File: src/rtl/bg_scroll_ctrl_pkg.sv
// Shared encodings and widths for the background scroll controller.
package bg_pkg;

  localparam int SCROLL_W = 10;
  localparam int SPEED_W  = 3;
  localparam int H_RES    = 1024;
  localparam int CLOUD_W  = SCROLL_W + 1;

  typedef enum logic [1:0] {
    ST_IDLE  = 2'd0,
    ST_RUN   = 2'd1,
    ST_PAUSE = 2'd2,
    ST_OVER  = 2'd3
  } state_e;

endpackage

File: src/rtl/bg_scroll_ctrl_sync_edge.sv
// Two-flop synchronizer with a rising-edge pulse; armed only once a
// real low level has been seen since reset, so a held input never fires.
module sync_edge (
  input  logic clk,
  input  logic rst_n,
  input  logic i_async,
  output logic o_pulse
`ifdef BG_SCROLL_DEBOUNCE_EN
  ,
  output logic o_level
`endif
);

  logic       r_s1;
  logic       r_s2;
  logic       r_s3;
  logic       r_arm;
  logic [1:0] r_vld;

  always_ff @(posedge clk or negedge rst_n) begin
    if (!rst_n) begin
      r_s1  <= 1'b0;
      r_s2  <= 1'b0;
      r_s3  <= 1'b0;
      r_arm <= 1'b0;
      r_vld <= 2'b00;
    end else begin
      r_s1  <= i_async;
      r_s2  <= r_s1;
      r_s3  <= r_s2;
      r_vld <= {r_vld[0], 1'b1};
      if (r_vld[1] && !r_s2)
        r_arm <= 1'b1;
    end
  end

  assign o_pulse = r_arm & r_s2 & ~r_s3;

`ifdef BG_SCROLL_DEBOUNCE_EN
  assign o_level = r_s2;
`endif

endmodule

File: src/rtl/bg_scroll_ctrl.sv
// Background scroll controller: frame ticks, game state, parallax offsets.
// Optional button debounce on frame ticks via BG_SCROLL_DEBOUNCE_EN.
module bg_scroll_ctrl
  import bg_pkg::*;
#(
  parameter int FRAMES_PER_STEP = 256,
  parameter int SPEED_INIT      = 1,
  parameter int SPEED_MAX       = 4
) (
  input  logic                clk,
  input  logic                rst_n,
  input  logic                vsync,
  input  logic                start_btn,
  input  logic                pause_btn,
  input  logic                collision,
  output logic                frame_tick,
  output logic [SCROLL_W-1:0] scroll_x,
  output logic [SCROLL_W-1:0] cloud_x,
  output logic                star_phase,
  output logic [SPEED_W-1:0]  speed,
  output logic [1:0]          state,
  output logic                render_en
);

  localparam int CNT_W =
    (FRAMES_PER_STEP > 1) ? $clog2(FRAMES_PER_STEP) : 1;
  localparam logic [CNT_W-1:0] CNT_LAST =
    CNT_W'(FRAMES_PER_STEP - 1);
  localparam logic [SPEED_W-1:0] SPD_INIT = SPEED_W'(SPEED_INIT);
  localparam logic [SPEED_W-1:0] SPD_MAX  = SPEED_W'(SPEED_MAX);

  logic w_vs_pulse;
  logic w_start_ev;
  logic w_pause_ev;
  logic r_tick;

`ifdef BG_SCROLL_DEBOUNCE_EN
  logic       w_vs_lvl;
  logic [1:0] w_lvl;
  logic [1:0] w_edge;
  logic [1:0] w_ev;
  logic [1:0] r_pend;
  logic [1:0] r_dcnt [2];

  sync_edge u_vs (
    .clk     (clk),
    .rst_n   (rst_n),
    .i_async (vsync),
    .o_pulse (w_vs_pulse),
    .o_level (w_vs_lvl)
  );

  sync_edge u_start (
    .clk     (clk),
    .rst_n   (rst_n),
    .i_async (start_btn),
    .o_pulse (w_edge[0]),
    .o_level (w_lvl[0])
  );

  sync_edge u_pause (
    .clk     (clk),
    .rst_n   (rst_n),
    .i_async (pause_btn),
    .o_pulse (w_edge[1]),
    .o_level (w_lvl[1])
  );

  // a press must stay high across three frame ticks before it counts
  always_ff @(posedge clk or negedge rst_n) begin
    if (!rst_n) begin
      for (int i = 0; i < 2; i++) begin
        r_pend[i] <= 1'b0;
        r_dcnt[i] <= 2'd0;
      end
    end else begin
      for (int i = 0; i < 2; i++) begin
        if (!w_lvl[i]) begin
          r_pend[i] <= 1'b0;
          r_dcnt[i] <= 2'd0;
        end else if (w_edge[i]) begin
          r_pend[i] <= 1'b1;
          r_dcnt[i] <= 2'd0;
        end else if (r_pend[i] && r_tick) begin
          if (r_dcnt[i] == 2'd2)
            r_pend[i] <= 1'b0;
          r_dcnt[i] <= r_dcnt[i] + 2'd1;
        end
      end
    end
  end

  always_comb begin
    w_ev = '0;
    for (int i = 0; i < 2; i++)
      w_ev[i] = r_pend[i] & r_tick & w_lvl[i]
              & (r_dcnt[i] == 2'd2);
  end

  assign w_start_ev = w_ev[0];
  assign w_pause_ev = w_ev[1];
`else
  sync_edge u_vs (
    .clk     (clk),
    .rst_n   (rst_n),
    .i_async (vsync),
    .o_pulse (w_vs_pulse)
  );

  sync_edge u_start (
    .clk     (clk),
    .rst_n   (rst_n),
    .i_async (start_btn),
    .o_pulse (w_start_ev)
  );

  sync_edge u_pause (
    .clk     (clk),
    .rst_n   (rst_n),
    .i_async (pause_btn),
    .o_pulse (w_pause_ev)
  );
`endif

  state_e              r_state;
  logic [SCROLL_W-1:0] r_scroll;
  logic [CLOUD_W-1:0]  r_acc;
  logic [CNT_W-1:0]    r_cnt;
  logic [SPEED_W-1:0]  r_speed;
  logic                r_star;

  // tick update uses the pre-transition state; start clears come last
  always_ff @(posedge clk or negedge rst_n) begin
    if (!rst_n) begin
      r_tick   <= 1'b0;
      r_state  <= ST_IDLE;
      r_scroll <= '0;
      r_acc    <= '0;
      r_cnt    <= '0;
      r_speed  <= '0;
      r_star   <= 1'b0;
    end else begin
      r_tick <= w_vs_pulse;
      if (r_tick)
        r_star <= ~r_star;
      if (r_tick && r_state == ST_RUN) begin
        r_scroll <= r_scroll + SCROLL_W'(r_speed);
        r_acc    <= r_acc + CLOUD_W'(r_speed);
        if (r_cnt == CNT_LAST) begin
          r_cnt <= '0;
          if (r_speed < SPD_MAX)
            r_speed <= r_speed + 3'd1;
        end else begin
          r_cnt <= r_cnt + 1'b1;
        end
      end
      unique case (r_state)
        ST_IDLE, ST_OVER: begin
          if (w_start_ev) begin
            r_state  <= ST_RUN;
            r_scroll <= '0;
            r_acc    <= '0;
            r_cnt    <= '0;
            r_speed  <= SPD_INIT;
          end
        end
        ST_RUN: begin
          if (collision)
            r_state <= ST_OVER;
          else if (w_pause_ev)
            r_state <= ST_PAUSE;
        end
        ST_PAUSE: begin
          if (w_pause_ev)
            r_state <= ST_RUN;
        end
      endcase
    end
  end

  assign frame_tick = r_tick;
  assign scroll_x   = r_scroll;
  assign cloud_x    = r_acc[CLOUD_W-1:1];
  assign star_phase = r_star;
  assign speed      = r_speed;
  assign state      = r_state;
  assign render_en  = (r_state != ST_IDLE);

endmodule

File: config.mk
export PLATFORM = sky130hd
export DESIGN_NAME = bg_scroll_ctrl
export DESIGN_NICKNAME = d
export VERILOG_FILES = /design/src/rtl/bg_scroll_ctrl_pkg.sv /design/src/rtl/bg_scroll_ctrl_sync_edge.sv /design/src/rtl/bg_scroll_ctrl.sv
export SDC_FILE = /design/constraint.sdc
export NUM_CORES = 1
export LEC_CHECK = 0
export CAP_MARGIN = 20
export CORE_ASPECT_RATIO = 2
export CORE_UTILIZATION = 58
export DETAILED_ROUTE_END_ITERATION = 10
export GPL_ROUTABILITY_DRIVEN = 0
export PLACE_DENSITY = 0.83
export SLEW_MARGIN = 20
export SYNTH_ARGS = -nofsm -noshare
export SYNTH_HDL_FRONTEND = slang
export SYNTH_SLANG_ARGS = --single-unit
File: constraint.sdc
create_clock -name clk -period 3.5 [get_ports clk]
set_clock_uncertainty 0.1 [all_clocks]
set_input_delay 1.05 -clock clk [delete_from_list [all_inputs] [get_ports clk]]
set_output_delay 1.05 -clock clk [all_outputs]
set_load 0.02 [all_outputs]
==> results of run 1 <==
how the worst max path moves through the flow:
stage | from | to | cells past startpoint
3_3_place_gp | collision | state[1] | 5
4_1_cts | state[0] | render_en | 4
2_1_floorplan | state[0] | render_en | 3
5_1_grt | state[1] | render_en | 4
3_5_place_dp | collision | state[1] | 5
6_report | state[1] | render_en | 4
critical path, stage by stage (launching register included):
cell,delay [ns]
dfrtp_1,0.41
inv_1,0.09
ha_1,0.18
inv_1,0.05
clkdlybuf4s50_1,0.59
flip-flops by register name, summed over array words and instances (netlist names):
register and cells:
r_acc 11, scroll_x 10, r_cnt 8, speed 3, state 2, u_pause.r_vld 2, frame_tick 1, star_phase 1
u_pause.r_arm 1, u_pause.r_s1 1, u_pause.r_s2 1, u_pause.r_s3 1, u_start.r_arm 1, u_start.r_s1 1, u_start.r_s2 1, u_start.r_s3 1
u_vs.r_arm 1, u_vs.r_s1 1, u_vs.r_s2 1, u_vs.r_s3 1
metrics by stage:
step	utilization [%]	area (µm²)
after floorplan	-	2420
after global placement	69.5	2730
after detailed placement	69.5	2730
after CTS	71.9	2820
after global routing	71.9	2820
final	71.9	2820
power by group:
part	internal [µW]	switching (µW)	total, µW
Combinational	196	260	456
Clock	150	208	358
Sequential	641	68.0	709
cells in the final DEF (no fill, tap or decap), types with 7 or more instances in the layout:
cell / Yosys / final
clkdlybuf4s50_1: 0 / 32
xnor2_1: 15 / 15
nand2_1: 22 / 22
nor3_1: 7 / 7
nand4_1: 7 / 7
dfrtp_1: 50 / 50
a21oi_1: 18 / 18
nand3_1: 11 / 11
nor2_1: 25 / 25
inv_1: 9 / 9
ha_1: 11 / 11
cell type report:
class                           instances  area, µm²
Clock buffer                            5       68.8
Clock inverter                          3       28.8
Fill cell                             325       1100
Inverter                                9       33.8
Multi-Input combinational cell        156       1030
Sequential cell                        50       1250
Tap cell                               51       63.8
Timing Repair Buffer                   36        348
kinds of logic after synthesis:
group | count (synthesis)
simple gates | 85
mux | 4
flops | 50
compound gates | 33
xor+xnor | 20
fa+ha+maj | 13
other cells | 1
buf+inv | 27
metal layers:
metal	routed length [µm]	track usage, %	vias up
li1	-	-	831
met1	1740	26.2	856
met2	2580	41.6	30
met3	140	4.05	9
met4	106	11.8	0
met5	0	0	-
==> out/results.tsv, run 1 <==
stage	metric	value	unit
detailed_routing	drt.antenna.violating_nets	0	
critical_path	path_class	reg -> out	
die	dieArea	4460	µm²
finish	drive_gt1_share	7.72	%
sta	fin_crit_sh	79.2	%
synth	syn-cell-area	2420	µm²
detailed_routing	totalWireLength	4570	µm
synth	synth_fp_nets	252	
clocking	cts_resized	0	
die	die_h	93.4	µm
sta	period_needed	2.77	ns
pwr	ir_drop	0.330	mV
sta	report.final.slew_viol_count	0	
critical_path	arrival	1.62	ns
die	start_util	61.8	%
clocking	cts_htree_levels	2	
flow_run	maxCapViolCount	0	
detailed_routing	viasPerCell	5.57	
synth	synth_commonest_cells	dfrtp_1, nor2_1, nand2_1, a21oi_1, xnor2_1	
clocking	cts_tree	done	
clocking	post_cts_buffers	0	
critical_path	required	2.35	ns
clocking	clkSlewWorstSetupHoldPaths	0.10	ns
clocking	cts_sinks	50	
sta	max_freq	361	MHz
sta	relSlewSlack	66.6	%
sta	tns	0	ns
synth	synth_fa_ha_area_share	7.33	%
synth	synth_area_leaders	dfrtp_1, ha_1, xnor2_1	
synth	yosys.cell_count.top_type	dfrtp_1	
grt	antenna_found_initial	0	
synth	ys_async_sr_fraction	100	%
synth	ys_ff_latch	50	
critical_path	start_kind	flip-flop	
pwr	total_power	1520	µW
finish	final_nets	277	
critical_path	r2r_end	scroll_x[9]	
critical_path	r2r_start	state[1]	
place	dp_slack	1.04	ns
grt	grt_max_degree	27	
pwr	leakage	0.00122	µW
die	core-area	3920	µm²
sta	tightestPinTransition	0.501	ns
synth	synth_flop_cell	dfrtp_1	
detailed_routing	vias	1726	
finish	num_antenna_cells	0	
pwr	power_density	540	nW/µm²
place	placed_cells	302	
synth	avgSynthCellArea	10.4	µm²
sta	setup_ws	0.728	ns
outcome	status	completed	
worst_hold_path	hold_end	u_pause.r_s2	
clocking	postCtsHoldBufs	0	
worst_hold_path	hp-start	u_pause.r_s1	
place	portBuffers	33	
synth	yosysTopAreaCell	dfrtp_1	
finish	final_cells	310	
synth	synth_cell_type_count	34	
grt	grt_pass1_wl	7670	µm
worst_hold_path	min_path_cells	0	
worst_hold_path	hold_class	reg -> reg	
die	rows	32	
die	boundaryPins	34	
clocking	numCtsBuffers	5	
detailed_routing	drt-initial-drc-count	23	
critical_path	reg2regPathDepth	7	
detailed_routing	dr.pass1.iters	5	
synth	postSynthCellCount	233	
critical_path	worstSetupEndpointType	output pin	
finish	syn2layout_area_growth	16.4	%
sta	setup_violations	0	
synth	yosys_warnings	0	
grt	gr-total-overflow	0	
detailed_routing	drc	0	
sta	whs	0.258	ns
die	die_w	47.7	µm
synth	synth_compound_area_share	8.15	%
synth	synthMuxAreaShare	1.75	%
clocking	clockBufferDepth	2	
synth	synth_edf_count	0	
synth	synth_top_area_share	51.6	%
critical_path	crit_fanout	4	
synth	ys_seq_area_share	51.6	%
critical_path	rrSetupSlack	1.34	ns
sta	report.final.hold_viol_count	0	
sta	grt_setup_unrepaired	no	
grt	track_usage	24.1	%
synth	synthSimpleGateAreaFrac	17.2	%
detailed_routing	avgRoutedWirePerCell	14.7	µm
place	post-dp-hpwl	3260	µm
grt	first_global_vias	1758	
synth	synthXorXnorAreaFrac	7.22	%
synth	synth_top_family_by_area	simple AND/OR/NAND/NOR gates	
clocking	clockRootBuffer	clkbuf_8	
clocking	clk_latency	0.31	ns
Power figures use the tool's default switching activity.
==> inputs of run 2 (changes only) <==
- CORE_UTILIZATION: 58 -> 49
- PLACE_DENSITY: 0.83 -> 0.75
- clock period: 3.5 -> 2.4 ns (I/O delays scaled with it)
==> out/results.tsv, run 2 (synthesis results as in run 1) <==
stage	metric	value	unit
detailed_routing	totalWireLength	4350	µm
place	portBuffers	33	
pwr	leakage	0.00122	µW
critical_path	path_class	reg -> out	
sta	report.final.hold_viol_count	0	
critical_path	r2r_end	r_acc[6]	
worst_hold_path	hold_class	in -> async	
clocking	clkSlewWorstSetupHoldPaths	0.10	ns
finish	layout_commonest_cell	dfrtp_1	
detailed_routing	viasPerCell	5.48	
clocking	numCtsBuffers	5	
detailed_routing	drt.antenna.violating_nets	0	
critical_path	worstSetupEndpointType	output pin	
die	rows	35	
critical_path	required	1.58	ns
die	core-area	4690	µm²
sta	fin_crit_sh	93.1	%
critical_path	crit_fanout	5	
clocking	postCtsHoldBufs	0	
detailed_routing	vias	1720	
outcome	status	completed	
clocking	cts_tree	done	
critical_path	cp-startpoint	speed[0]	
critical_path	start_kind	flip-flop	
grt	grt_pass1_wl	7610	µm
grt	grt_max_degree	35	
pwr	switching_share	34.2	%
place	placed_cells	306	
clocking	cts_htree_levels	2	
clocking	clockRootBuffer	clkbuf_8	
critical_path	crit_slowest_cell	clkdlybuf4s50_1	
critical_path	crit_cells	1	
sta	report.final.slew_viol_count	0	
pwr	p_sw	752	µW
detailed_routing	dr.pass1.iters	4	
flow_run	maxCapViolCount	0	
die	die_w	51.7	µm
finish	num_antenna_cells	0	
die	start_util	51.7	%
clocking	clk_latency	0.31	ns
critical_path	arrival	1.42	ns
grt	first_global_vias	1728	
finish	top_register	r_acc	
place	post-dp-hpwl	3200	µm
pwr	p_seq_share	46.9	%
pwr	ir_drop	0.608	mV
pwr	comb_power_share	29.8	%
clocking	cts_sinks	50	
grt	gr-total-overflow	0	
sta	grt_setup_unrepaired	no	
clocking	clockBufferDepth	2	
pwr	p_int	1450	µW
finish	final_nets	277	
detailed_routing	drt-initial-drc-count	31	
die	dieArea	5250	µm²
critical_path	timing.critical_path.buf_inv	1	
critical_path	max_stage_delay	0.66	ns
critical_path	cp_cell_sequence	clkdlybuf4s50_1	
finish	drive_gt1_share	8.11	%
critical_path	cp_top_family	buffers and inverters	
finish	most-common-layout-cells	dfrtp_1, clkdlybuf4s50_1, nor2_1	
finish	largest_reg_flops	11	
grt	track_usage	19.4	%
critical_path	rrSetupSlack	0.34	ns
die	boundaryPins	34	
grt	antenna_found_initial	0	
sta	period_needed	2.24	ns
detailed_routing	avgRoutedWirePerCell	13.8	µm
pwr	pwr-share-clk	23.2	%
detailed_routing	drc	0	
pwr	power_density	771	nW/µm²
critical_path	reg2regPathDepth	6	
die	die_h	101	µm
finish	final_cells	314	
sta	setup_violations	0	
critical_path	r2r_start	speed[0]	
finish	syn2layout_area_growth	17.5	%
sta	max_freq	447	MHz
sta	tns	0	ns
-- run 2: changes by cell type in the layout (fill, tap and decap cells not counted), sizes merged --
cell           previous run  this run
clkdlybuf4s50            32        31
clkinv                    1         0
dlygate4sd2               0         1
inv                      11        12
-- run 2: layer usage --
metal,GRT usage [%],part of all wire (%)
met1,20.2,39
met2,36.9,58
met3,2.70,2.0
met4,8.11,1.6
met5,0,0
-- run 2: through the flow --
| stage | power (µW) | setup slack (ns) | hold slack, ns | utilization (%) | area (µm²) |
|---|---|---|---|---|---|
| 2_1_floorplan | 1470 | 0.471 | 0.231 | - | 2420 |
| 3_3_place_gp | 1700 | 0.328 | 0.234 | 58.8 | 2760 |
| 3_5_place_dp | 1720 | 0.258 | 0.238 | 58.8 | 2760 |
| 4_1_cts | 2230 | 0.0613 | 0.250 | 60.8 | 2850 |
| 5_1_grt | 2330 | 0.0991 | 0.257 | 60.8 | 2850 |
| 6_report | 2200 | 0.165 | 0.235 | 60.8 | 2850 |
-- run 2: final cells by class --
class,count,area (µm²)
sequential,50,1250
clock inverter,3,26.3
timing repair buffer,36,372
clock buffer,5,68.8
tap,55,68.8
multi-input combinational,156,1030
inverter,9,33.8
fill,389,1840
-- run 2: what timing repair did --
action | in CTS | in global routing
gates resized for setup | 1 | 1
pin swaps | 0 | 0
endpoints found under the hold margin | 0 | 0
setup endpoints to repair | 1 | 1
setup buffers | 0 | 0
-- run 2: worst max-delay path by stage --
stage / end / slack [ns]
3_3_place_gp: state[1] / 0.33
2_1_floorplan: r_acc[6] / 0.47
6_report: speed[0] / 0.16
4_1_cts: speed[1] / 0.06
3_5_place_dp: state[1] / 0.26
5_1_grt: speed[2] / 0.1
-- run 2: power by group through the flow --
| stage | logic, µW | registers (µW) | clock network, µW |
|---|---|---|---|
| detailed placement | 669 | 1050 | 0 |
| global route | 725 | 1050 | 563 |
| global placement | 655 | 1040 | 0 |
| floorplan | 394 | 1080 | 0 |
| finish | 656 | 1030 | 511 |
| CTS | 667 | 1030 | 535 |
==> inputs of run 3 (changes only) <==
- CORE_UTILIZATION: 49 -> 59
- CTS_BUF_LIST: unset -> sky130_fd_sc_hd__clkbuf_4
- DONT_BUFFER_PORTS: unset -> 1
- MAX_ROUTING_LAYER: unset -> met4
- PLACE_DENSITY: 0.75 -> 0.77
==> out/results.tsv, run 3 (synthesis results as in run 1) <==
stage	metric	value	unit
clocking	post_cts_buffers	0	
finish	largest_reg_flops	11	
critical_path	crit_slowest_cell	dfrtp_1	
detailed_routing	totalWireLength	4050	µm
finish	syn2layout_area_growth	3.25	%
place	portBuffers	0	
critical_path	worstSetupEndpointType	output pin	
finish	drive_gt1_share	7.56	%
critical_path	r2r_end	scroll_x[9]	
sta	tns	0	ns
die	start_util	62.4	%
critical_path	max_stage_delay	0.50	ns
sta	period_needed	2.16	ns
die	die_w	47.3	µm
clocking	numCtsBuffers	5	
detailed_routing	avgRoutedWirePerCell	14.7	µm
critical_path	rrSetupSlack	0.32	ns
finish	finish.utilization	64.5	%
clocking	postCtsHoldBufs	1	
critical_path	crit_end	render_en	
clocking	clk_latency	0.35	ns
detailed_routing	dr.pass1.iters	4	
sta	fin_crit_sh	90.1	%
finish	design_area	2500	µm²
finish	most-common-layout-cells	dfrtp_1, nor2_1, nand2_1	
place	placed_area	2400	µm²
clocking	cts_htree_levels	2	
detailed_routing	drc	0	
detailed_routing	vias	1604	
pwr	power_density	808	nW/µm²
critical_path	cp-startpoint	state[0]	
die	core-area	3880	µm²
pwr	leakage	0.00109	µW
place	placed_cells	268	
die	boundaryPins	34	
finish	final_cells	276	
pwr	ir_drop	0.550	mV
finish	final_nets	244	
sta	report.final.slew_viol_count	0	
die	die_h	92.7	µm
sta	max_freq	462	MHz
grt	grt_pass1_wl	6710	µm
grt	gr-total-overflow	0	
finish	num_antenna_cells	0	
grt	first_global_vias	1600	
clocking	cts_tree	done	
finish	top_register	r_acc	
critical_path	path_class	reg -> out	
detailed_routing	viasPerCell	5.81	
die	dieArea	4390	µm²
clocking	clockRootBuffer	clkbuf_4	
clocking	clkSlewWorstSetupHoldPaths	0.13	ns
pwr	total_power	2020	µW
grt	grt_max_degree	51	
sta	setup_violations	0	
critical_path	reg2regPathDepth	6	
critical_path	crit_fanout	3	
clocking	cts_resized	0	
critical_path	cpMostUsedCell	inv_1	
outcome	status	completed	
critical_path	start_kind	flip-flop	
flow_run	maxCapViolCount	0	
finish	fill_cells	325	
grt	track_usage	21.8	%
sta	report.final.hold_viol_count	0	
sta	grt_setup_unrepaired	no	
worst_hold_path	hold_class	in -> async	
grt	antenna_found_initial	0	
clocking	cts_sinks	50	
critical_path	r2r_start	state[1]	
place	post-dp-hpwl	2910	µm
clocking	clockBufferDepth	2	
detailed_routing	drt.antenna.violating_nets	0	
finish	layout_commonest_cell	dfrtp_1	
critical_path	cp_cell_sequence	inv_1 > ha_1 > inv_1	
die	rows	32	
critical_path	required	1.58	ns
critical_path	arrival	1.34	ns
detailed_routing	drt-initial-drc-count	40	
## run 3: cell type report
cell class                      count  area, µm²  area share, %
Clock buffer                        5       37.5           1.50
Clock inverter                      2       33.8           1.35
Inverter                            9       33.8           1.35
Multi-Input combinational cell    156       1030           41.1
Sequential cell                    50       1250           50.0
Tap cell                           51       63.8           2.55
Timing Repair Buffer                3       55.1           2.20
## run 3: power by group
group	total (µW)	internal [µW]	switching [µW]
clock network	452	211	242
registers	1100	934	170
logic	466	196	271
total	2020	1340	683
## run 3: critical path, delay by kind of cell (launching register included)
family | cells | cell delay [ns]
flip-flops | 1 | 0.50
buffers and inverters | 2 | 0.28
adder cells (fa/ha/maj) | 1 | 0.21
## run 3: worst min path at each step
stage                       startpoint      endpoint  depth (start not counted)
after global placement    u_start.r_s1  u_start.r_s2                          0
after CTS                        rst_n     r_acc[10]                          1
after global routing             rst_n     r_acc[10]                          1
final                            rst_n     r_acc[10]                          1
after floorplan           u_pause.r_s1  u_pause.r_s2                          0
after detailed placement  u_start.r_s1  u_start.r_s2                          0
## run 3: through the flow
step	worst slack, ns	hold slack (ns)
after global routing	0.149	0.0838
after floorplan	0.471	0.231
after detailed placement	0.327	0.238
after global placement	0.371	0.233
after CTS	0.210	0.0860
final	0.237	0.0909
## run 3: metal layers
| layer | global-route usage [%] | part of all wire, % |
|---|---|---|
| met1 | 21.4 | 37 |
| met2 | 36.9 | 56 |
| met3 | 5.26 | 4.3 |
| met4 | 11.4 | 2.9 |
| met5 | - | 0 |
